## config.mk

```make
export PLATFORM = sky130hd
export DESIGN_NAME = latch_write_seq_flat
export DESIGN_NICKNAME = d
export VERILOG_FILES = /design/src/rtl/latch_seq_pkg.sv /design/src/rtl/latch_write_seq_if.sv /design/src/rtl/latch_seq_timer.sv /design/src/rtl/latch_write_seq.sv /design/src/flat_wrapper.sv
export SDC_FILE = /design/constraint.sdc
export NUM_CORES = 1
export LEC_CHECK = 0
export ABC_AREA = 1
export CORE_UTILIZATION = 35
export DETAILED_ROUTE_END_ITERATION = 8
export GPL_TIMING_DRIVEN = 0
export MAX_ROUTING_LAYER = met4
export SLEW_MARGIN = 10
export SYNTH_ARGS = -nofsm -noshare
export SYNTH_HDL_FRONTEND = slang
export SYNTH_HIERARCHICAL = 1
export SYNTH_SLANG_ARGS = --single-unit
```

## constraint.sdc

```tcl
create_clock -name C -period 1.8 [get_ports C]
set_clock_uncertainty 0.15 [all_clocks]
set_input_delay 0.36 -clock C [delete_from_list [all_inputs] [get_ports C]]
set_output_delay 0.36 -clock C [all_outputs]
set_load 0.01 [all_outputs]
```

## src/rtl/latch_seq_pkg.sv

```systemverilog
// Shared types for the latch write sequencer: FSM state encoding and the
// phase-counter width helper.
package latch_seq_pkg;

  typedef enum logic [2:0] {
    StInitPre = 3'd0,
    StIdle    = 3'd1,
    StPreset  = 3'd2,
    StSetup   = 3'd3,
    StPulse   = 3'd4,
    StHold    = 3'd5
  } state_e;

  // Wide enough to hold the longest phase length minus one; never narrower than 1 bit.
  function automatic int unsigned cnt_width(input int unsigned a, input int unsigned b,
                                            input int unsigned c);
    int unsigned m;
    m = a;
    if (b > m) m = b;
    if (c > m) m = c;
    if (m < 1) m = 1;
    return $clog2(m + 1);
  endfunction

endpackage

```

## src/rtl/latch_write_seq_if.sv

```systemverilog
// Write handshake between upstream logic and the latch sequencer.
interface latch_write_seq_if #(
  parameter int unsigned WIDTH = 8
) ();

  logic             WR_VALID;
  logic [WIDTH-1:0] WR_DATA;
  logic             WR_READY;

  modport master (output WR_VALID, output WR_DATA, input WR_READY);
  modport slave  (input WR_VALID, input WR_DATA, output WR_READY);

endinterface

```

## src/rtl/latch_seq_timer.sv

```systemverilog
// Loadable down-counter with a zero flag; times every phase of the sequencer.
module latch_seq_timer #(
  parameter int unsigned CntW = 2
) (
  input  logic            clk_i,
  input  logic            rst_ni,
  input  logic            load_i,
  input  logic [CntW-1:0] load_val_i,
  output logic            zero_o
);

  logic [CntW-1:0] cnt_q, cnt_d;

  always_comb begin
    cnt_d = cnt_q;
    if (load_i) begin
      cnt_d = load_val_i;
    end else if (cnt_q != '0) begin
      cnt_d = cnt_q - CntW'(1);
    end
  end

  always_ff @(posedge clk_i or negedge rst_ni) begin
    if (!rst_ni) begin
      cnt_q <= '0;
    end else begin
      cnt_q <= cnt_d;
    end
  end

  assign zero_o = (cnt_q == '0);

endmodule

```

## src/rtl/latch_write_seq.sv

```systemverilog
// Sequencer driving a transparent latch bank (D, gate, gate enable, preset) with
// programmable setup/pulse/hold spacing, plus a shadow copy of the latched value.
module latch_write_seq
  import latch_seq_pkg::*;
#(
  parameter int unsigned       WIDTH     = 8,
  parameter logic [WIDTH-1:0]  INIT      = {WIDTH{1'b1}},
  parameter int unsigned       SETUP_CYC = 1,
  parameter int unsigned       PULSE_CYC = 2,
  parameter int unsigned       HOLD_CYC  = 1
) (
  input  logic                 C,
  input  logic                 CLR_N,
  latch_write_seq_if.slave     wr,
  input  logic                 PRESET_REQ,
  output logic [WIDTH-1:0]     LD,
  output logic                 LG,
  output logic                 LGE,
  output logic                 LPRE,
  output logic [WIDTH-1:0]     RB_DATA,
  output logic                 BUSY
);

  if (WIDTH < 1 || SETUP_CYC < 1 || PULSE_CYC < 1 || HOLD_CYC < 1) begin : g_bad_params
    $error("latch_write_seq: WIDTH and all *_CYC parameters must be >= 1");
  end

  localparam int unsigned CntW = cnt_width(SETUP_CYC, PULSE_CYC, HOLD_CYC);
  localparam logic [CntW-1:0] SetupLd = CntW'(SETUP_CYC - 1);
  localparam logic [CntW-1:0] PulseLd = CntW'(PULSE_CYC - 1);
  localparam logic [CntW-1:0] HoldLd  = CntW'(HOLD_CYC - 1);

  state_e           state_q, state_d;
  logic [WIDTH-1:0] ld_q, ld_d;
  logic [WIDTH-1:0] rb_q, rb_d;
  logic             lg_q, lg_d;
  logic             lge_q, lge_d;
  logic             lpre_q, lpre_d;
  logic             pend_q, pend_d;
  logic             tmr_load;
  logic [CntW-1:0]  tmr_val;
  logic             tmr_zero;

  latch_seq_timer #(
    .CntW (CntW)
  ) u_timer (
    .clk_i      (C),
    .rst_ni     (CLR_N),
    .load_i     (tmr_load),
    .load_val_i (tmr_val),
    .zero_o     (tmr_zero)
  );

  always_comb begin
    state_d  = state_q;
    ld_d     = ld_q;
    rb_d     = rb_q;
    lg_d     = lg_q;
    lge_d    = lge_q;
    lpre_d   = lpre_q;
    // Requests seen mid-sequence are remembered; the running sequence always completes.
    pend_d   = pend_q | (PRESET_REQ & (state_q != StIdle));
    tmr_load = 1'b0;
    tmr_val  = '0;
    unique case (state_q)
      StInitPre: begin
        // First cycle after reset only arms the preset pulse.
        if (!lpre_q) begin
          lpre_d   = 1'b1;
          tmr_load = 1'b1;
          tmr_val  = PulseLd;
        end else if (tmr_zero) begin
          lpre_d  = 1'b0;
          state_d = StIdle;
        end
      end
      StIdle: begin
        if (PRESET_REQ || pend_q) begin
          state_d  = StPreset;
          pend_d   = 1'b0;
          ld_d     = INIT;
          lpre_d   = 1'b1;
          tmr_load = 1'b1;
          tmr_val  = PulseLd;
        end else if (wr.WR_VALID) begin
          state_d  = StSetup;
          ld_d     = wr.WR_DATA;
          tmr_load = 1'b1;
          tmr_val  = SetupLd;
        end
      end
      StSetup: begin
        if (tmr_zero) begin
          state_d  = StPulse;
          lg_d     = 1'b1;
          lge_d    = 1'b1;
          tmr_load = 1'b1;
          tmr_val  = PulseLd;
        end
      end
      StPulse: begin
        if (tmr_zero) begin
          state_d  = StHold;
          lg_d     = 1'b0;
          lge_d    = 1'b0;
          rb_d     = ld_q;
          tmr_load = 1'b1;
          tmr_val  = HoldLd;
        end
      end
      StHold: begin
        if (tmr_zero) state_d = StIdle;
      end
      StPreset: begin
        if (tmr_zero) begin
          state_d = StIdle;
          lpre_d  = 1'b0;
          rb_d    = INIT;
        end
      end
      default: begin
        state_d = StInitPre;
        lg_d    = 1'b0;
        lge_d   = 1'b0;
        lpre_d  = 1'b0;
      end
    endcase
  end

  always_ff @(posedge C or negedge CLR_N) begin
    if (!CLR_N) begin
      state_q <= StInitPre;
      ld_q    <= INIT;
      rb_q    <= INIT;
      lg_q    <= 1'b0;
      lge_q   <= 1'b0;
      lpre_q  <= 1'b0;
      pend_q  <= 1'b0;
    end else begin
      state_q <= state_d;
      ld_q    <= ld_d;
      rb_q    <= rb_d;
      lg_q    <= lg_d;
      lge_q   <= lge_d;
      lpre_q  <= lpre_d;
      pend_q  <= pend_d;
    end
  end

  assign LD          = ld_q;
  assign LG          = lg_q;
  assign LGE         = lge_q;
  assign LPRE        = lpre_q;
  assign RB_DATA     = rb_q;
  assign BUSY        = (state_q != StIdle);
  assign wr.WR_READY = (state_q == StIdle) && !PRESET_REQ && !pend_q;

endmodule
```

## src/flat_wrapper.sv

```systemverilog
// flat-port wrapper written by rule: the top's interface ports become plain ports
module latch_write_seq_flat import latch_seq_pkg::*;
#(
  parameter int unsigned       WIDTH     = 8,
  parameter logic [WIDTH-1:0]  INIT      = {WIDTH{1'b1}},
  parameter int unsigned       SETUP_CYC = 1,
  parameter int unsigned       PULSE_CYC = 2,
  parameter int unsigned       HOLD_CYC  = 1
)
  (C, CLR_N, PRESET_REQ, LD, LG, LGE, LPRE, RB_DATA, BUSY, wr_WR_VALID, wr_WR_DATA, wr_WR_READY);
  latch_write_seq_if #(.WIDTH(WIDTH)) wr_i ();
  input  logic C;
  input  logic CLR_N;
  input  logic PRESET_REQ;
  output logic [WIDTH-1:0] LD;
  output logic LG;
  output logic LGE;
  output logic LPRE;
  output logic [WIDTH-1:0] RB_DATA;
  output logic BUSY;
  input wire logic [$bits(wr_i.WR_VALID)-1:0] wr_WR_VALID;
  input wire logic [$bits(wr_i.WR_DATA)-1:0] wr_WR_DATA;
  output wire logic [$bits(wr_i.WR_READY)-1:0] wr_WR_READY;
  assign wr_i.WR_VALID = wr_WR_VALID;
  assign wr_i.WR_DATA = wr_WR_DATA;
  assign wr_WR_READY = wr_i.WR_READY;
  latch_write_seq #(.WIDTH(WIDTH), .INIT(INIT), .SETUP_CYC(SETUP_CYC), .PULSE_CYC(PULSE_CYC), .HOLD_CYC(HOLD_CYC)) u_core (.C(C), .CLR_N(CLR_N), .wr(wr_i), .PRESET_REQ(PRESET_REQ), .LD(LD), .LG(LG), .LGE(LGE), .LPRE(LPRE), .RB_DATA(RB_DATA), .BUSY(BUSY));
endmodule
```

Word-level counts from Yosys, hierarchy flattened
Cells that the tools add are included.
{"block": "totals", "input_bits": 12, "out_inout_bits": 21, "ff_bits": 24, "word_cells": 76}
{"block": "classes", "eq_ne": 12, "bitwise_logic": 4, "mux": 32, "reduce_logical": 20, "n_addsub": 1}
{"cell": "$mux 8", "n": 4}
{"cell": "$mux 3", "n": 6}
{"cell": "$pmux 8 s2", "n": 1}
{"cell": "$pmux 3 s5", "n": 1}
{"cell": "$mux 1", "n": 14}
{"cell": "$ne 2x1->1 const B", "n": 5}
{"cell": "$reduce_and 3->1", "n": 3}
{"cell": "$reduce_bool 2->1", "n": 4}
{"cell": "$eq 3x2->1 const B", "n": 2}
{"cell": "$eq 3x3->1 const B", "n": 2}
{"cell": "$pmux 1 s3", "n": 2}
{"cell": "$pmux 2 s3", "n": 1}
{"cell": "$mux 2", "n": 2}
{"cell": "$pmux 1 s4", "n": 1}
{"cell": "$reduce_and 4->1", "n": 1}
{"cell": "$reduce_or 2->1", "n": 2}
{"cell": "$reduce_or 4->1", "n": 1}
{"cell": "$eq 3x1->1 const B", "n": 1}
{"cell": "$logic_not 3->1", "n": 1}
{"cell": "$ne 3x1->1 const B", "n": 1}
{"cell": "$ne 3x2->1 const B", "n": 1}
{"cell": "$reduce_or 3->1", "n": 1}
{"cell": "$logic_and 1x1->1", "n": 2}
{"cell": "$logic_not 1->1", "n": 2}
{"cell": "other kinds (7)", "n": 8}

Longest topological paths before layout
Gate-level depths: netlist of the first run.
{"block": "logic_depth", "word_depth": 5, "mapped_depth": 11, "mapped_depth_nobuf": 9}

Modules after synthesis
Netlist of the first run, hierarchy kept.
{"mod": "latch_write_seq", "n_inst": 1, "cells_per_inst": 139, "area_per_inst_um2": 1176.1, "seq_area_each_um2": 570.5}
{"mod": "latch_seq_timer", "n_inst": 1, "cells_per_inst": 17, "area_per_inst_um2": 120.1, "seq_area_each_um2": 50.0}

Worst setup path before layout of the first run
Ideal clock, no wire load.
{"block": "synth_timing", "path_kind": "reg-to-reg", "startpoint": "register u_core.pend_q", "endpoint": "register u_core.u_timer.cnt_q[0]", "period_less_slack_ns": 1.687, "path_buffers": 1, "setup_time_ns": 0.117, "arrival_ns": 1.420, "required_time_ns": 1.533, "stages_incl_launch_ff": 10, "path_slack_ns": 0.113, "cell_sequence": "dfrtp_1 nor2_2 inv_2 o21ai_4 buf_6 nand3_1 inv_1 nand2_1 nand2_1 nand2_1"}
{"block": "synth_between", "elab_chain_len": 4, "elab_cells_between_ends": 7, "classes_between": "mux: 5; reduce/logical: 2"}
{"element": "from (decl)", "line_no": "latch_write_seq.sv:39", "rtl": "logic pend_q, pend_d;"}
{"element": "from (signal assigned)", "line_no": "latch_write_seq.sv:146", "rtl": "pend_q <= pend_d;"}
{"element": "$logic_or 1x1->1 *", "line_no": "latch_write_seq.sv:78", "rtl": "if (PRESET_REQ || pend_q) begin"}
{"element": "$mux 1 *", "line_no": "latch_write_seq.sv:78"}
{"element": "$pmux 1 s3 *", "line_no": "latch_write_seq.sv:65", "rtl": "unique case (state_q)"}
{"element": "named net u_core.tmr_load", "line_no": "latch_write_seq.sv:40", "rtl": "logic tmr_load;"}
{"element": "$mux 2 / $reduce_bool 2->1 (equally long branches)"}
{"element": "to (signal assigned)", "line_no": "latch_seq_timer.sv:27", "rtl": "cnt_q <= cnt_d;"}
{"element": "to (decl)", "line_no": "latch_seq_timer.sv:12", "rtl": "logic [CntW-1:0] cnt_q, cnt_d;"}
Mark *: on every way through the listed nets, which the timed path passes. The rest lies on a longest branch.
A chain may end at the register's enable or synchronous reset.

Worst setup path after layout of the first run
{"block": "layout_timing", "startpoint": "register u_core.state_q[2]", "endpoint": "output port BUSY"}
{"block": "layout_between", "elab_chain_len": 1}
{"element": "from (decl)", "line_no": "latch_write_seq.sv:33", "rtl": "state_e state_q, state_d;"}
{"element": "from (signal assigned)", "line_no": "latch_write_seq.sv:132", "rtl": "state_q <= StInitPre;"}
{"element": "from (signal assigned)", "line_no": "latch_write_seq.sv:140", "rtl": "state_q <= state_d;"}
{"element": "$ne 3x1->1", "line_no": "latch_write_seq.sv:155", "rtl": "assign BUSY = (state_q != StIdle);"}
{"element": "to (decl)", "line_no": "flat_wrapper.sv:20", "rtl": "output logic BUSY;"}
Every way passes these cells.

==> results of run 1 <==
[cells in the mapped netlist]
cell and number:
a21oi_4 1, buf_4 1, nor2_1 12, inv_2 2, o21ai_4 1, dfrtp_1 8
nand4_1 1, o21ai_0 18, nand3_1 12, dfstp_2 16, nor2_2 2, buf_6 4
nor3_1 1, inv_1 20, nor2_4 2, o211ai_1 2, nand2_2 1, o21ai_2 8
conb_1 1, a21oi_1 1, nand2_1 41, ha_1 1
[routing by layer]
metal | global-route usage [%] | vias up
met5 | - | -
met4 | 6.69 | 0
met3 | 4.01 | 6
met2 | 29.3 | 46
met1 | 21.0 | 579
li1 | - | 597
[worst paths after layout]
path / end / slack (ns) / cells past startpoint
setup reg to reg: u_core/u_timer/cnt_q[0] / 0.11 / 11
min in group asynchronous: u_core/pend_q / 0.51 / 1
hold reg to reg: u_core/RB_DATA[4] / 0.33 / 2
setup / recovery: BUSY / 0.06 / 6
max in group asynchronous: u_core/u_timer/cnt_q[0] / 0.37 / 1
hold / removal: u_core/RB_DATA[4] / 0.33 / 2
[registers in the layout, indices dropped and copies added (netlist names)]
| register | cells |
|---|---|
| u_core/LD | 8 |
| u_core/LGE | 1 |
| u_core/LPRE | 1 |
| u_core/RB_DATA | 8 |
| u_core/pend_q | 1 |
| u_core/state_q | 3 |
| u_core/u_timer/cnt_q | 2 |
[power breakdown]
group | switching [mW] | total, mW | internal [mW]
logic | 1.27 | 2.30 | 1.03
clock network | 0.180 | 0.477 | 0.298
registers | 0.163 | 1.11 | 0.947
total | 1.61 | 3.88 | 2.28
[layout by cell type, fill, tap and decap left out]
cell | netlist | layout
nand2_1 | 41 | 40
inv_1 | 20 | 19
o21ai_0 | 18 | 18
dlygate4sd2_1 | 0 | 17
dfstp_2 | 16 | 16
buf_4 | 1 | 16
clkdlybuf4s50_1 | 0 | 12
nor2_1 | 12 | 11
nand3_1 | 12 | 10
dfrtp_1 | 8 | 8
o21ai_2 | 8 | 8
buf_6 | 4 | 5
nor2_4 | 2 | 4
clkbuf_8 | 0 | 3
o211ai_1 | 2 | 2
bufinv_16 | 0 | 1
dlymetal6s2s_1 | 0 | 1
buf_2 | 0 | 1
inv_8 | 0 | 1
inv_4 | 0 | 1
nand2_4 | 0 | 1
o21ai_4 | 1 | 1
buf_8 | 0 | 1
nand3_4 | 0 | 1
inv_2 | 2 | 1
nand3_2 | 0 | 1
nand2_2 | 1 | 1
a21oi_4 | 1 | 1
nor2_2 | 2 | 1
a21oi_1 | 1 | 1
nor3_1 | 1 | 1
nand4_1 | 1 | 1
conb_1 | 1 | 1
ha_4 | 0 | 1
[final cells by class]
type / count / share of cell area (%)
sequential: 24 / 32.5
multi-input combinational: 105 / 30.9
timing repair buffer: 48 / 22.1
inverter: 22 / 4.85
tap: 46 / 3.01
buffer: 5 / 2.95
clock buffer: 3 / 2.16
clock inverter: 1 / 1.57
[repair_timing]
item                                    in CTS  in global routing
pin swaps                                    3                  2
hold buffers                                 0                  0
buffers inserted                             4                 12
endpoints found under the setup margin      21                 11
resized for setup                           36                  8
hold endpoints to repair                     0                  0
[stage by stage]
| step | instances | power [mW] |
|---|---|---|
| final | 254 | 3.88 |
| after global routing | 254 | 4.20 |
| after CTS | 242 | 3.62 |
| after detailed placement | 234 | 3.12 |
| after global placement | 234 | 3.04 |
| after floorplan | 156 | 2.36 |
[critical path, cell delays in order (launching register included)]
cell and delay [ns]:
dfrtp_1 0.38, buf_6 0.14, inv_8 0.07, nand2_4 0.06, nor2_4 0.12, inv_2 0.07
buf_6 0.12
[kinds of logic after synthesis]
kind of cell               synth area share (%)
and+or+nand+nor                            24.0
buffers and inverters                      10.4
DFF                                        47.9
adders and majority gates                 0.965
other                                     0.289
AOI/OAI and AO/OA                          16.4
==> results.md, run 1 <==
* CTS sink count at 24
* Average wire per standard cell at 13.2 um
* Die H at 62.9 um
* Die W at 62.9 um
* Initial core utilization at 37.7%
* Vias in the first global route at 1,218
* Core Box Area at between 0.003 and 0.004 sq mm
* Seq/Total Area, Yosys at 47.9%
* GPL Wtd Cong at 0.816
* Hold Slack at between 0.3 and 0.4 ns
* Cell taking the most area after synthesis: dfstp_2
* TritonCTS clock tree: yes
* Syn Nets at 169
* Storage element area at 621 sq um
* Worst setup EP type: output pin
* First-pass GRT wire length at 5.38 mm
* Setup Total Neg Slack at 0 ns
* P&R area growth vs syn at 47.4%
* Uppermost layer routed: met4
* Antenna violations before repair at 0
* Bufs on Longest Clock Path at 2
* Fillers at 309
* Top-level I/O count at 33
* CTS root buf: clkbuf_8
* Routed met2 length at 1.68 mm
* Fraction of layout instances using a drive strength above 1 at 31.7%
* Utilization after layout at a little under three fifths
* Initial DRT Pass Iterations at 4
* Routed via count at between 1,000 and 1,500
* Multi-input logic area at 591 sq um
* Port bufs at 32
* DRC Markers at 0
* Max-slew violations at 0
* Drt first-iter violations at 49
* Yosys warning total at 6
* Min-delay src: u_core/RB_DATA[4]
* Netlist cell types at 22
* Area contributors post-synth: dfstp_2, dfrtp_1, nand2_1, o21ai_0, inv_1
* Netlist Area Pre-Place at 0.00130 sq mm
* Critical Path Source: u_core/state_q[2]
* Final worst path period share at 96.9%
* Worst flop-to-flop path startpoint: u_core/state_q[0]
* Vias per cell at 4.83
* Final Critical Period at about 1.7 ns
* CP required at around 1.3 ns
* Register bit total from synthesis at 24
* P_leak at 0.937 nW
* Nets at 222
* Met3 WL post-DR at about 170 um
* Tightest Pin Transition at 1.04 ns
* H-tree depth at 1
* Worst setup margin at 0.0561 ns
* Design Area, Final at 0.00191 sq mm
* Final hold vios at 0
* DRT met1 WL at 1.44 mm
* Type of the worst min-delay path: reg -> reg
* Clk_lat worst skew at 0.27 ns
* Clock transition at path regs at 0.08 ns
* Antenna Nets Post-Route at 0
* Detailed placer's ending HPWL at about 2.2 mm
* Rows at 21
* Gr ovfl total at 0
* Setup CP Type: reg -> out
* Post-Place Cell Area at 0.00167 sq mm
* Syn_area_per_cell at 8.31 sq um
* Worst VDD drop at 959 uV
* Routed wire length at 3.35 mm
* Die ar. at 0.00395 sq mm
* Final Setup Violations at 0
* Crit-path max FO at 6
* RSZ-0062 raised after global routing: yes
* Pre-CTS setup slack at -0.606 ns
* CTS Buf Count at 3
* Cells after Synth at 156
* Max_cap viols at 0
* Pin count of the biggest net entering global routing at 25
* All-layer global routing usage at 17.8%
* Power density cells at roughly 2000 mW/mm^2
* Post-synth top area share at roughly 32%
* Headroom to the max-slew limit at 30.1%
* Startpoint Class: flop
* Max Clock Freq at 0.573 GHz
* Ant diodes at 0
* Outcome: finished clean
* Critical Path AT at 1.23 ns
Note: power is estimated with default switching activity, not from simulation.
==> run 2, diff against run 1 <==
--- a/config.mk
+++ b/config.mk
@@ -6,6 +6,7 @@
 export NUM_CORES = 1
 export LEC_CHECK = 0
 export ABC_AREA = 1
+export CORE_MARGIN = 3
 export CORE_UTILIZATION = 35
 export DETAILED_ROUTE_END_ITERATION = 8
 export GPL_TIMING_DRIVEN = 0
==> run 2 against run 1 <==
  * Design area is 2.8% lower
  * Worst hold slack better by 0.00090 ns
  * Sequential share of layout area is 1.0 points higher
  * Maximum frequency hardly changed
  * Non-clock buffer count is 5 lower
  * Global-route usage is 2.2 points lower
  * Critical path depth stayed put
  * Via count is 4.9% lower
  * Setup slack hardly changed
  * Highest routed layer unchanged
==> results.md, run 2 (same netlist as run 1, synthesis figures left out) <==
* Vias per cell at 4.69
* Die W at between 60 and 70 um
* Average wire per standard cell at 12.9 um
* Setup CP Type: reg -> out
* Clock transition at path regs at 0.09 ns
* Routed via count at about 1,200
* Max Clock Freq at 0.573 GHz
* Gr ovfl total at 0
* Max_cap viols at 0
* Rows at 21
* CTS Buf Count at 3
* Fillers at ~330
* Port bufs at 32
* Drt first-iter violations at 61
* TritonCTS clock tree: yes
* Fraction of layout instances using a drive strength above 1 at 31.5%
* GPL Wtd Cong at 0.852
* DRC Markers at 0
* RSZ-0062 raised after global routing: no
* H-tree depth at 1
* Overall power at 3.74 mW
* Power density cells at 2020 mW/mm^2
* Die ar. at 0.00447 sq mm
* CP required at 1.29 ns
* Commonest non-fill, non-tap cell in the layout: nand2_1
* Pin count of the biggest net entering global routing at 25
* Clk_lat worst skew at 0.26 ns
* Most frequent cells in the layout: nand2_1, o21ai_0, dlygate4sd2_1, inv_1, dfstp_2
* Nets at approximately 220
* Top-level I/O count at 33
* Headroom to the max-slew limit at 31.3%
* CTS sink count at 24
* Hold-fix buffers, CTS at 0
* Final Setup Violations at 0
* Vias in the first global route at 1,152
* P_leak at 0.904 nW
* Detailed placer's ending HPWL at ~2.3 mm
* P&R area growth vs syn at 43.2%
* All-layer global routing usage at 15.5%
* Max-slew violations at 0
* Critical Path AT at roughly 1.2 ns
* Crit-path max FO at 6
* Core Box Area at 0.00344 sq mm
* Die H at 66.9 um
* Tightest Pin Transition at about 1.0 ns
* Worst VDD drop at 810 uV
* Hold Slack at ~0.33 ns
* Antenna violations before repair at 0
* Initial core utilization at 37.7%
* Initial DRT Pass Iterations at 4
* Final Critical Period at 1.74 ns
* Routed wire length at 3.22 mm
* Type of the worst min-delay path: reg -> reg
* Startpoint Class: flop
* Antenna Nets Post-Route at 0
* First-pass GRT wire length at 5.20 mm
* Worst setup EP type: output pin
* Final worst path period share at a little over nine tenths
* Final hold vios at 0
* Outcome: finished clean
* Bufs on Longest Clock Path at 2
* CTS root buf: clkbuf_8
* Ant diodes at 0
run 2: cell type report:
type	instances	area, sq um	area share [%]
flip-flops and latches	24	622	33.5
multi-input cells	105	583	31.4
repair buffers	43	374	20.1
inverters	22	92.6	4.99
well taps	46	57.6	3.10
plain buffers	5	56.3	3.03
clock buffers	3	41.3	2.22
clock inverters	1	30.0	1.62
run 2: critical path, cell delays in order (launching register included):
cell     delay [ns]
dfrtp_1        0.38
buf_6          0.14
inv_6          0.07
nand2_4        0.06
nor2_4         0.12
inv_2          0.06
buf_2          0.13
run 2: stage by stage:
stage / util [%] / worst slack (ns) / cell area [sq um] / setup TNS, ns / std cells
floorplan: - / 0.113 / 1300 / 0 / 156
global placement: 48.6 / -0.523 / 1670 / -2.48 / 234
detailed placement: 48.6 / -0.597 / 1670 / -2.88 / 234
CTS: 52.1 / 0.00883 / 1790 / 0 / 242
global route: 53.9 / 0.00390 / 1860 / 0 / 249
finish: 53.9 / 0.0561 / 1860 / 0 / 249
run 2: power breakdown:
group	leakage (nW)	switching, mW	internal [mW]
Clock	0.0357	0.177	0.297
Combinational	0.605	1.20	0.929
Sequential	0.264	0.191	0.951
run 2: per-layer routing:
| metal | global-route usage [%] | wire length (um) | vias up | part of all wire [%] |
|---|---|---|---|---|
| li1 | - | - | 587 | - |
| met1 | 18.5 | 1420 | 544 | 44 |
| met2 | 27.4 | 1610 | 35 | 50 |
| met3 | 1.52 | 151 | 2 | 4.7 |
| met4 | 5.32 | 38 | 0 | 1.2 |
| met5 | - | 0 | - | 0 |
run 2: path summary, 6_finish.rpt:
| path | endpoint | startpoint | slack, ns | depth (start not counted) |
|---|---|---|---|---|
| worst min-delay path | u_core/RB_DATA[3] | u_core/RB_DATA[3] | 0.33 | 2 |
| worst max register to register | u_core/u_timer/cnt_q[0] | u_core/state_q[2] | 0.10 | 12 |
| min in group asynchronous | u_core/u_timer/cnt_q[0] | CLR_N | 0.50 | 1 |
| worst max-delay path | BUSY | u_core/state_q[2] | 0.06 | 6 |
| worst min register to register | u_core/RB_DATA[3] | u_core/RB_DATA[3] | 0.33 | 2 |
| max in group asynchronous | u_core/state_q[0] | CLR_N | 0.31 | 1 |
run 2: repair_timing:
action / in CTS / in global routing
hold endpoints to repair: 0 / 0
resized for setup: 38 / 6
pin swaps: 3 / 1
buffers inserted: 4 / 7
endpoints found under the setup margin: 20 / 10
